$ cat src/rtl/conv2_scheduler.sv
// Address/control sequencer for a single-MAC 2D valid convolution.
// Walks output windows and kernel taps; drives MAC and write-back.
module conv2_scheduler #(
    parameter int SIZE    = 32,
    parameter int SIZEKer = 3,
    parameter int STRIDE  = 1,
    parameter int AW      = (SIZE > 1) ? $clog2(SIZE) : 1
) (
    input  logic          clock,
    input  logic          nreset,
    input  logic          start,
    input  logic          stall,
    output logic          busy,
    output logic          done,
    output logic [AW-1:0] img_row,
    output logic [AW-1:0] img_col,
    output logic [AW-1:0] ker_row,
    output logic [AW-1:0] ker_col,
    output logic          rd_valid,
    output logic          mac_clear,
    output logic          mac_en,
    output logic          out_we,
    output logic [AW-1:0] out_row,
    output logic [AW-1:0] out_col
);

    localparam int NOUT = (SIZE - SIZEKer) / STRIDE + 1;
    localparam logic [AW-1:0] KLAST = AW'(SIZEKer - 1);
    localparam logic [AW-1:0] OLAST = AW'(NOUT - 1);
    localparam logic [AW:0] STR = (AW + 1)'(STRIDE);

    typedef enum logic [1:0] {
        S_IDLE,
        S_RUN,
        S_DRAIN,
        S_DONE
    } state_t;

    state_t state_q, state_d;
    logic [AW-1:0] out_r_q, out_r_d;
    logic [AW-1:0] out_c_q, out_c_d;
    logic [AW-1:0] ki_q, ki_d;
    logic [AW-1:0] kj_q, kj_d;

    logic          mac_en_q, mac_en_d;
    logic          mac_clear_q, mac_clear_d;
    logic          wlast_q, wlast_d;
    logic          fin1_q, fin1_d;
    logic [AW-1:0] row1_q, row1_d;
    logic [AW-1:0] col1_q, col1_d;
    logic          out_we_q, out_we_d;
    logic          fin2_q, fin2_d;
    logic [AW-1:0] out_row_q, out_row_d;
    logic [AW-1:0] out_col_q, out_col_d;

    logic issue;
    logic kj_last, ki_last, c_last, r_last;
    logic win_last, final_tap;

    always_comb begin
        issue     = (state_q == S_RUN) && !stall;
        kj_last   = (kj_q == KLAST);
        ki_last   = (ki_q == KLAST);
        c_last    = (out_c_q == OLAST);
        r_last    = (out_r_q == OLAST);
        win_last  = issue && ki_last && kj_last;
        final_tap = win_last && c_last && r_last;
    end

    always_comb begin
        state_d = state_q;
        out_r_d = out_r_q;
        out_c_d = out_c_q;
        ki_d    = ki_q;
        kj_d    = kj_q;
        unique case (state_q)
            S_IDLE, S_DONE: begin
                if (start) begin
                    state_d = S_RUN;
                    out_r_d = '0;
                    out_c_d = '0;
                    ki_d    = '0;
                    kj_d    = '0;
                end
            end
            S_RUN: begin
                if (issue) begin
                    // kj is the fastest-moving index, out_r the slowest
                    kj_d = kj_last ? '0 : kj_q + 1'b1;
                    if (kj_last) begin
                        ki_d = ki_last ? '0 : ki_q + 1'b1;
                        if (ki_last) begin
                            out_c_d = c_last ? '0 : out_c_q + 1'b1;
                            if (c_last) begin
                                out_r_d = r_last ? '0 : out_r_q + 1'b1;
                            end
                        end
                    end
                    if (final_tap) begin
                        state_d = S_DRAIN;
                    end
                end
            end
            S_DRAIN: begin
                if (out_we_q && fin2_q) begin
                    state_d = S_DONE;
                end
            end
            default: state_d = S_IDLE;
        endcase
    end

    always_comb begin
        mac_en_d    = issue;
        mac_clear_d = issue && (ki_q == '0) && (kj_q == '0);
        wlast_d     = win_last;
        fin1_d      = final_tap;
        row1_d      = win_last ? out_r_q : row1_q;
        col1_d      = win_last ? out_c_q : col1_q;
        out_we_d    = wlast_q;
        fin2_d      = fin1_q;
        out_row_d   = wlast_q ? row1_q : out_row_q;
        out_col_d   = wlast_q ? col1_q : out_col_q;
    end

    always_ff @(posedge clock or negedge nreset) begin
        if (!nreset) begin
            state_q     <= S_IDLE;
            out_r_q     <= '0;
            out_c_q     <= '0;
            ki_q        <= '0;
            kj_q        <= '0;
            mac_en_q    <= 1'b0;
            mac_clear_q <= 1'b0;
            wlast_q     <= 1'b0;
            fin1_q      <= 1'b0;
            row1_q      <= '0;
            col1_q      <= '0;
            out_we_q    <= 1'b0;
            fin2_q      <= 1'b0;
            out_row_q   <= '0;
            out_col_q   <= '0;
        end else begin
            state_q     <= state_d;
            out_r_q     <= out_r_d;
            out_c_q     <= out_c_d;
            ki_q        <= ki_d;
            kj_q        <= kj_d;
            mac_en_q    <= mac_en_d;
            mac_clear_q <= mac_clear_d;
            wlast_q     <= wlast_d;
            fin1_q      <= fin1_d;
            row1_q      <= row1_d;
            col1_q      <= col1_d;
            out_we_q    <= out_we_d;
            fin2_q      <= fin2_d;
            out_row_q   <= out_row_d;
            out_col_q   <= out_col_d;
        end
    end

    always_comb begin
        busy      = (state_q == S_RUN) || (state_q == S_DRAIN);
        done      = (state_q == S_DONE);
        rd_valid  = issue;
        mac_en    = mac_en_q;
        mac_clear = mac_clear_q;
        out_we    = out_we_q;
        out_row   = out_row_q;
        out_col   = out_col_q;
        img_row   = '0;
        img_col   = '0;
        ker_row   = '0;
        ker_col   = '0;
        // Addresses only leave the block while windows are being walked
        if (state_q == S_RUN) begin
            img_row = AW'({1'b0, out_r_q} * STR + {1'b0, ki_q});
            img_col = AW'({1'b0, out_c_q} * STR + {1'b0, kj_q});
            ker_row = ki_q;
            ker_col = kj_q;
        end
    end

endmodule

$ cat config.mk
export PLATFORM = sky130hd
export DESIGN_NAME = conv2_scheduler
export DESIGN_NICKNAME = d
export VERILOG_FILES = /design/src/rtl/conv2_scheduler.sv
export SDC_FILE = /design/constraint.sdc
export NUM_CORES = 1
export LEC_CHECK = 0
export BUFFER_PORTS_ARGS = -buffer_cell sky130_fd_sc_hd__buf_2
export CAP_MARGIN = 20
export CORE_ASPECT_RATIO = 0.5
export CORE_MARGIN = 1
export CORE_UTILIZATION = 25
export CTS_BUF_LIST = sky130_fd_sc_hd__clkbuf_2
export DETAILED_ROUTE_END_ITERATION = 8
export PLACE_DENSITY = 0.47
export SLEW_MARGIN = 20
export SYNTH_ARGS = -nofsm -noshare
export SYNTH_HDL_FRONTEND = slang
export SYNTH_SLANG_ARGS = --single-unit
$ cat constraint.sdc
create_clock -name clock -period 2.7 [get_ports clock]
set_input_delay 0.54 -clock clock [delete_from_list [all_inputs] [get_ports clock]]
set_output_delay 0.54 -clock clock [all_outputs]
set_load 0.02 [all_outputs]
==> flow_summary_export.csv <==
group,metric,value,unit
power_and_ir_drop,p_total,0.00307,W
power_and_ir_drop,switchingPower,0.00144,W
timing,finalHoldViolCount,0,
global_route,antenna_found_initial,0,
timing,final.setup.tns,0,ns
finish,multi_input_area,1480,sq um
global_route,first_global_vias,2009,
synthesis,synth_warnings,0,
synthesis,yosys.area.top_type,"dfrtp_1",
worst_setup_path,crit_buf_inv,1,
floorplan,die_h,75.7,um
timing,finalCritPeriodShare,0.995,
placed_design,place.gp.congestion,0.821,
worst_setup_path,critPathLaunchType,"flip-flop",
synthesis,synth.mux.area_fraction,0.0737,
synthesis,async_flop_share,1.00,
synthesis,synth_top_family_by_area,"simple AND/OR/NAND/NOR gates",
routing,drt_iter0_drc,142,
synthesis,synth-simple-area-share,0.168,
synthesis,seq_area_frac_synth,0.442,
timing,max_freq,372,MHz
worst_setup_path,cpLargestDelayFamily,"adder cells",
finish,finalNetCount,347,
power_and_ir_drop,power_frac_clock,0.099,
clocking,cts_tree,"yes",
worst_setup_path,r2r_start,"kj_q[0]",
global_route,grt.total_usage,0.118,
synthesis,synth_compound_area_frac,0.138,
timing,rsz0062_at_grt,"yes",
floorplan,start_util,0.262,
synthesis,yosys-top-cells-area,"dfrtp_1, ha_1, mux2_2",
floorplan,io_pins,40,
status,run_status,"completed",
clocking,h-tree-depth,2,
worst_setup_path,crit_fanout,2,
hold_path,hp-class,"primary input to asynchronous set/reset pin",
timing,timing.max_slew.rel_slack,0.425,
global_route,overflow,0,
clocking,clock-sinks,48,
clocking,clkLatencyLatePin,0.42,ns
timing,setup_ws,0.0123,ns
worst_setup_path,end_kind,"output pin",
clocking,cts_buffers,5,
synthesis,syn-mean-instance-area,10.4,sq um
synthesis,syn_inst,262,
synthesis,synthTopCellsByCount,"dfrtp_1, nor2_1, ha_1, o21ai_0",
finish,n_fill_cell,1079,
power_and_ir_drop,combPwrFrac,0.561,
synthesis,netlist_area,2720,sq um
finish,drive_above_1_share,0.300,
worst_setup_path,critical_path_arrival,2.15,ns
timing,fin_skew,0.0181,ns
timing,finalMaxSlewViolations,0,
power_and_ir_drop,seqPwrFrac,0.340,
routing,vias,2131,
power_and_ir_drop,internal_power,0.00164,W
power_and_ir_drop,leakagePower,1.65,nW
placed_design,place.detailed.hpwl,4.74,mm
routing,wl,6.50,mm
clocking,clockRootBuffer,"clkbuf_2",
routing,first_pass_iters,4,
timing,tightest_slew,0.861,ns
synthesis,syn-num-nets,290,
worst_setup_path,rrSetupSlack,0.10,ns
worst_setup_path,critical-path-max-stage-delay,0.47,ns
power_and_ir_drop,ir_drop,0.203,mV
synthesis,synth_most_common_cell,"dfrtp_1",
placed_design,io_buffers,39,
synthesis,synthFlopType,"dfrtp_1",
global_route,grt_pass1_wl,10.3,mm
worst_setup_path,worstPathRequired,2.16,ns
synthesis,synth-xor-area-share,0.0258,
timing,setup_viol_count_final,0,
worst_setup_path,crit_path_top_delay_cell,"dfrtp_1",
synthesis,synth-adder-area-share,0.116,
placed_design,place_ws,0.175,ns
routing,detail-route-antenna-nets,0,
clocking,cts_buffer_depth,2,
synthesis,synth.ff_latch_count,48,
power_and_ir_drop,p_per_area,932,nW/um^2
synthesis,synth_cell_types,51,
floorplan,num_rows,26,
global_route,grt_max_degree,49,
worst_setup_path,crit_chain,"ha_2, fa_2, a21o_1, a21oi_2, xnor2_1, nor2_1, buf_4",
floorplan,dieArea,11300,sq um
floorplan,coreArea,10400,sq um
worst_setup_path,crit_type,"flip-flop to output pin",
floorplan,die_w,149,um
routing,viasPerCell,4.63,
timing,layout_min_cycle_time,2.69,ns
run,timing.max_cap.violations,0,
worst_setup_path,reg2reg_depth,7,
synthesis,synth_edf_count,0,
clocking,hold_buffers,0,
routing,drc,0,
finish,area_delta_synth_final,21.4,%
power_and_ir_drop,swShare,0.467,
clocking,path_clk_slew,0.25,ns
finish,n_antenna_cell,0,
finish,seqCellArea,1200,sq um
synthesis,yosys.area.top_type_share,0.442,
worst_setup_path,r2r_end,"ki_q[4]",
routing,wl_per_cell,14.1,um
[routing by layer]
layer,up-vias,GRT usage,wire length [um]
met5,-,0,0
met4,0,0.0272,51
met3,5,0.0204,332
met2,46,0.177,2760
met1,1031,0.174,3350
li1,1049,-,-
[worst register-to-register path: stages, from the launching register on]
cell      delay (ns)
dfrtp_1         0.46
buf_4           0.15
inv_1           0.11
ha_1            0.20
or4b_4          0.54
a2111o_2        0.50
or4_1           0.51
o21ai_1         0.08
[logic make-up (layout without fill, tap and decap cells)]
kind of cell,after synthesis,after routing
and+or+nand+nor,88,88
AOI/OAI and AO/OA,52,53
DFF,48,48
adders and majority gates,24,24
buffers and inverters,24,81
muxes,18,18
xor gates and xnor gates,8,8
[final cells by class]
cell class                      count  share of cell area
Tap cell                          140              0.0531
Timing Repair Buffer               57               0.102
Multi-Input combinational cell    191               0.449
Inverter                           16              0.0193
Clock inverter                      3             0.00531
Clock buffer                        5             0.00758
Sequential cell                    48               0.364
[stage by stage]
step                 util  hold slack [ns]  area [sq um]  instances
floorplan               -            0.244          2720        262
global placement    0.302            0.334          3140        445
detailed placement  0.302            0.335          3140        445
CTS                 0.311            0.178          3220        456
global route        0.318            0.200          3300        460
finish              0.318            0.140          3300        460
[worst max-delay path by stage]
| stage | from | endpoint | slack (ns) | depth (start not counted) |
|---|---|---|---|---|
| final | out_c_q[0] | img_col[4] | 0.01 | 7 |
| after global routing | out_c_q[0] | img_col[4] | -0.10 | 7 |
| after CTS | out_c_q[0] | img_col[4] | 0.006 | 7 |
| after detailed placement | kj_q[0] | ki_q[4] | 0.18 | 6 |
| after global placement | kj_q[0] | ki_q[4] | 0.20 | 6 |
| after floorplan | state_q[1] | state_q[1] | 0.30 | 7 |
[layout by cell type (no fill, tap or decap), types with 6 or more instances in the layout]
master	Yosys	routed
mux2_2	15	15
inv_1	15	15
and2_1	9	9
ha_1	22	19
buf_2	2	37
nand3_1	11	11
buf_4	0	20
xnor2_1	6	6
nand2_1	14	14
o21ai_0	18	18
nor2_1	26	26
dfrtp_1	48	48
[power by group through the flow]
stage               registers (W)  logic, W  clock network [W]
floorplan                 0.00104   0.00107                  0
global placement          0.00105   0.00156                  0
detailed placement        0.00106   0.00157                  0
CTS                       0.00104   0.00163           0.000324
global route              0.00106   0.00192           0.000354
finish                    0.00104   0.00172           0.000305
[flip-flops by register name (all words and copies together) (netlist names), 2 cells and up]
name     cells
out_c_q      5
out_row      5
ki_q         5
kj_q         5
out_col      5
state_q      2
out_r_q      5
col1_q       5
row1_q       5
[what timing repair did]
action                                  4_1_cts  5_1_grt
resized for setup                             7        7
cloned                                        0        1
pin swaps                                     1        7
setup buffers                                 3        3
endpoints found under the setup margin        2       17
Power figures use the tool's default switching activity.
